===== src/rtl/pwm_ctrl.sv =====
// pwm_ctrl: PWM control unit; shadow-registered config handshake, datapath strobe sequencing, registered PWM output
// Ports: clk, reset (sync, active-high); enable (run request); cfg_valid/cfg_ready/cfg_period/cfg_active/cfg_err
// (config handshake); isEq0/isEq1 (datapath flags in); periodIn/activeIn/loadReg/loadCNT (datapath controls out);
// pwm_out (waveform); running (high in RUN). Define PWM_CFG_CHECK_EN to reject period < 2 or active >= period.
module pwm_ctrl #(
  parameter int W = 16
) (
  input  logic         clk,
  input  logic         reset,
  input  logic         enable,
  input  logic         cfg_valid,
  output logic         cfg_ready,
  input  logic [W-1:0] cfg_period,
  input  logic [W-1:0] cfg_active,
  output logic         cfg_err,
  input  logic         isEq0,
  input  logic         isEq1,
  output logic [W-1:0] periodIn,
  output logic [W-1:0] activeIn,
  output logic         loadReg,
  output logic         loadCNT,
  output logic         pwm_out,
  output logic         running
);
  typedef enum logic [1:0] {IDLE, LOADREG, LOADCNT, RUN} state_t;
  state_t state_q, state_d;
  logic [W-1:0] period_q, period_d, active_q, active_d;
  logic pending_q, pending_d, have_cfg_q, have_cfg_d, pwm_q, pwm_d, err_q, err_d;
  logic cfg_fire, cfg_ok, cfg_take;
  assign cfg_fire = cfg_valid && cfg_ready;
`ifdef PWM_CFG_CHECK_EN
  assign cfg_ok = (cfg_period >= W'(2)) && (cfg_active < cfg_period);
`else
  assign cfg_ok = 1'b1;
`endif
  assign cfg_take = cfg_fire && cfg_ok;
  always_comb begin
    state_d = state_q;
    case (state_q)
      IDLE:    state_d = (enable && (pending_q || have_cfg_q)) ? LOADREG : IDLE;
      LOADREG: state_d = LOADCNT;
      LOADCNT: state_d = RUN;
      RUN:     state_d = !isEq0 ? RUN : !enable ? IDLE : pending_q ? LOADREG : LOADCNT;
      default: state_d = IDLE;
    endcase
    // a config accepted during the LOADREG cycle itself stays pending: the datapath latched the old shadow
    pending_d  = cfg_take || (pending_q && state_q != LOADREG);
    have_cfg_d = have_cfg_q || state_q == LOADREG;
    period_d   = cfg_take ? cfg_period : period_q;
    active_d   = cfg_take ? cfg_active : active_q;
    // isEq0 wins over isEq1 so active == 0 yields 0% duty
    pwm_d      = state_q == RUN && !isEq0 && (isEq1 || pwm_q);
    err_d      = cfg_fire && !cfg_ok;
  end
  always_ff @(posedge clk) begin
    if (reset) begin
      state_q    <= IDLE;
      period_q   <= '0;
      active_q   <= '0;
      pending_q  <= 1'b0;
      have_cfg_q <= 1'b0;
      pwm_q      <= 1'b0;
      err_q      <= 1'b0;
    end else begin
      state_q    <= state_d;
      period_q   <= period_d;
      active_q   <= active_d;
      pending_q  <= pending_d;
      have_cfg_q <= have_cfg_d;
      pwm_q      <= pwm_d;
      err_q      <= err_d;
    end
  end
  assign cfg_ready = !pending_q;
  assign cfg_err   = err_q;
  assign periodIn  = period_q;
  assign activeIn  = active_q;
  assign loadReg   = state_q == LOADREG;
  assign loadCNT   = state_q == LOADCNT;
  assign pwm_out   = pwm_q;
  assign running   = state_q == RUN;
endmodule


===== config.mk =====
export PLATFORM = sky130hd
export DESIGN_NAME = pwm_ctrl
export DESIGN_NICKNAME = d
export VERILOG_FILES = /design/src/rtl/pwm_ctrl.sv
export SDC_FILE = /design/constraint.sdc
export NUM_CORES = 1
export LEC_CHECK = 0
export BUFFER_PORTS_ARGS = -buffer_cell sky130_fd_sc_hd__buf_2
export CORE_ASPECT_RATIO = 1.2
export CORE_MARGIN = 2
export CORE_UTILIZATION = 48
export DETAILED_ROUTE_END_ITERATION = 10
export PLACE_DENSITY_LB_ADDON = 0.15
export SLEW_MARGIN = 20
export SYNTH_ARGS = -nofsm -noshare
export SYNTH_HDL_FRONTEND = slang
export SYNTH_SLANG_ARGS = --single-unit

===== constraint.sdc =====
create_clock -name clk -period 1.8 [get_ports clk]
set_input_delay 0.09 -clock clk [delete_from_list [all_inputs] [get_ports clk]]
set_output_delay 0.09 -clock clk [all_outputs]
set_load 0.005 [all_outputs]

==> flow_metrics.tcl <==
set metrics [dict create \
    status "completed" \
    syn_area_per_cell_um2 9.34 \
    r2r_start "pending_q" \
    r2r-end "periodIn[13]" \
    track_usage_pct 21.4 \
    path_buf_inv 1 \
    p_leak_nw 1.04 \
    grt-ovfl-total 0 \
    num_vias 1460 \
    wl_per_cell_um 12.1 \
    ys_types 21 \
    grt_pass1_vias 1504 \
    finalNonFillerCells 309 \
    drt_pass1_iterations 4 \
    p_per_area_mw_per_mm2 754 \
    num_rows 22 \
    syn_inst 167 \
    cts.sinks 37 \
    crit_end "periodIn[13]" \
    critPathArrivalTime_ns 1.54 \
    hpwl_um 2400 \
    critPathLaunch "pending_q" \
    synth_nets 205 \
    netlist.area_leader.share_pct 47.5 \
    syn2layout_area_growth_pct 48.3 \
    holdCritPathClass "primary input to register" \
    synth_edf_count 0 \
    htree_levels 2 \
    end_kind "register" \
    root_buffer "clkbuf_4" \
    setup_violations 0 \
    dp.cells 268 \
    cts_tree "done" \
    drc 0 \
    gp_congestion 0.755 \
    yosys_warnings 0 \
    cp.depth 4 \
    dieArea_mm2 0.00372 \
    switching_share_pct 26.6 \
    grt_pass1_wl_um 6240 \
    critPathKind "register to register" \
    stdcell_area_mm2 0.00231 \
    postRouteAntennaNets 0 \
    dieWidth_um 56.0 \
    via_per_inst 4.72 \
    period_needed_ns 1.27 \
    cp_slowest_stage_delay_ns 0.42 \
    postCtsHoldBufs 33 \
    num_antenna_cells 0 \
    clock_latency_ns 0.34 \
    finClkSkew_ns 0.0121 \
    fill_cells 229 \
    initial_core_util_pct 50.6 \
    maxSlewViolCount 0 \
    ys_seq_area_share_pct 47.5 \
    routed_wl_um 3750 \
    p_total_mw 1.74 \
    cp_max_fo 25 \
    synth_ff_type "dfxtp_1" \
    reg2reg_depth 4 \
    sequentialPowerShare_pct 52.2 \
    setup.worst_path.start_class "register" \
    fmax_mhz 787 \
    cts_made_buffers 5 \
    grt_max_degree 38 \
    tns_ns 0 \
    critical-path-top-delay-family "flip-flops" \
    postCtsResizedCells 0 \
    hold_viol_final 0 \
    cp_cell_sequence "nand2b_2, buf_12, nand2_2, a21oi_2" \
    synth_common_cells "dfxtp_1 (37), nand2_1 (37), a21oi_2 (29), nand2_2 (29), buf_2 (5)" \
    clkTransAtPathRegs_ns 0.11 \
    dpl_cell_area_mm2 0.00191 \
    critical_path_required_ns 2.07 \
    clkPwrFrac_pct 28.0 \
    cpMaxStageDelayCell "dfxtp_1" \
    ys_top_cells_by_area "dfxtp_1 (48%), a21oi_2 (16%), nand2_2 (12%)" \
    antenna_found_initial 0 \
    nets 310 \
    max_cap_viol_count 0 \
    cts_setup_buffers 0 \
    io_buffers 74 \
    power_switching_uw 464 \
    fp.coreArea_mm2 0.00308 \
    pwr-share-comb_pct 19.8 \
    rsz0062_at_grt "false" \
    clock_path_buffers 2 \
    die_h_um 66.4 \
    layout-drive-gt1-share_pct 53.5 \
    intPower_mw 1.28 \
    period_share_pct 70.6 \
    io_pins 76 \
    async_flop_share_pct 0 \
    r2r_slack_ns 0.53 \
    drt_iter0_drc 22 \
    synth_seq_cells 37 \
    synth_largest_area_cell "dfxtp_1" \
    syn_area_mm2 0.00156 \
    vdd_drop_max_v 0.000658 \
]
## layout by cell type, fill, tap and decap left out, types with 4 or more instances in the layout
cell	netlist	final
buf_2	5	74
nand2_1	37	37
dfxtp_1	37	37
dlygate4sd3_1	0	33
nand2_2	29	29
a21oi_2	29	29
clkbuf_4	0	5
nor2_1	4	4
a21oi_1	4	4
## power groups by stage
stage               clock [mW]  sequential (mW)  combinational [mW]
floorplan                    0            0.929               0.189
global placement             0            0.925               0.283
detailed placement           0            0.928               0.290
CTS                      0.514            0.909               0.346
global route             0.542            0.917               0.379
finish                   0.488            0.910               0.345
## how the worst min path moves through the flow
stage            from         end  slack [ns]  cells past startpoint
2_1_floorplan   isEq0     pwm_out        0.17                      1
3_3_place_gp    isEq0     pwm_out        0.29                      2
3_5_place_dp    isEq0     pwm_out        0.29                      2
4_1_cts         isEq1     pwm_out      0.0003                      3
5_1_grt        enable  state_q[1]        0.02                      3
6_report        isEq1     pwm_out        0.01                      3
## tightest hold or removal path: stages
cell and delay (ns):
buf_2 0.09, nor2_1 0.08, nor4b_1 0.05
## registers in the layout, indices dropped and copies added (netlist names)
register    cells
periodIn       16
pending_q       1
activeIn       16
have_cfg_q      1
state_q         2
pwm_out         1
## per-layer routing
metal / routed length (um) / global-route usage [%] / part of all wire (%) / vias to the layer above
met2: 1880 / 38.7 / 50 / 45
met4: 53 / 8.93 / 1.4 / 0
met3: 209 / 5.87 / 5.6 / 7
met1: 1610 / 23.4 / 43 / 663
li1: - / - / - / 745
met5: 0 / 0 / 0 / -
## metrics by stage
| stage | util (%) | setup slack [ns] | hold WS, ns |
|---|---|---|---|
| floorplan | - | 0.812 | 0.167 |
| CTS | 75.0 | 0.521 | 0.000267 |
| global route | 75.0 | 0.450 | 0.0238 |
| finish | 75.0 | 0.530 | 0.0129 |
| detailed placement | 62.0 | 0.560 | 0.292 |
| global placement | 62.0 | 0.608 | 0.292 |
## cells by family (layout without fill, tap and decap cells)
| family | after synthesis | in the layout | share of synthesized area [%] |
|---|---|---|---|
| DFF | 37 | 37 | 47.5 |
| AOI/OAI and AO/OA | 37 | 37 | 19.4 |
| buffers and inverters | 15 | 121 | 8.35 |
| and+or+nand+nor | 77 | 77 | 24.5 |
| other | 1 | 1 | 0.241 |
## layout make-up
type	count	area (um^2)	area share (%)
timing repair buffer	111	756	32.7
clock inverter	1	5.00	0.216
inverter	2	7.51	0.325
sequential	37	741	32.0
multi-input combinational	115	693	30.0
clock buffer	7	65.1	2.81
tap	36	45.0	1.95
(Power assumes the default switching activity.)
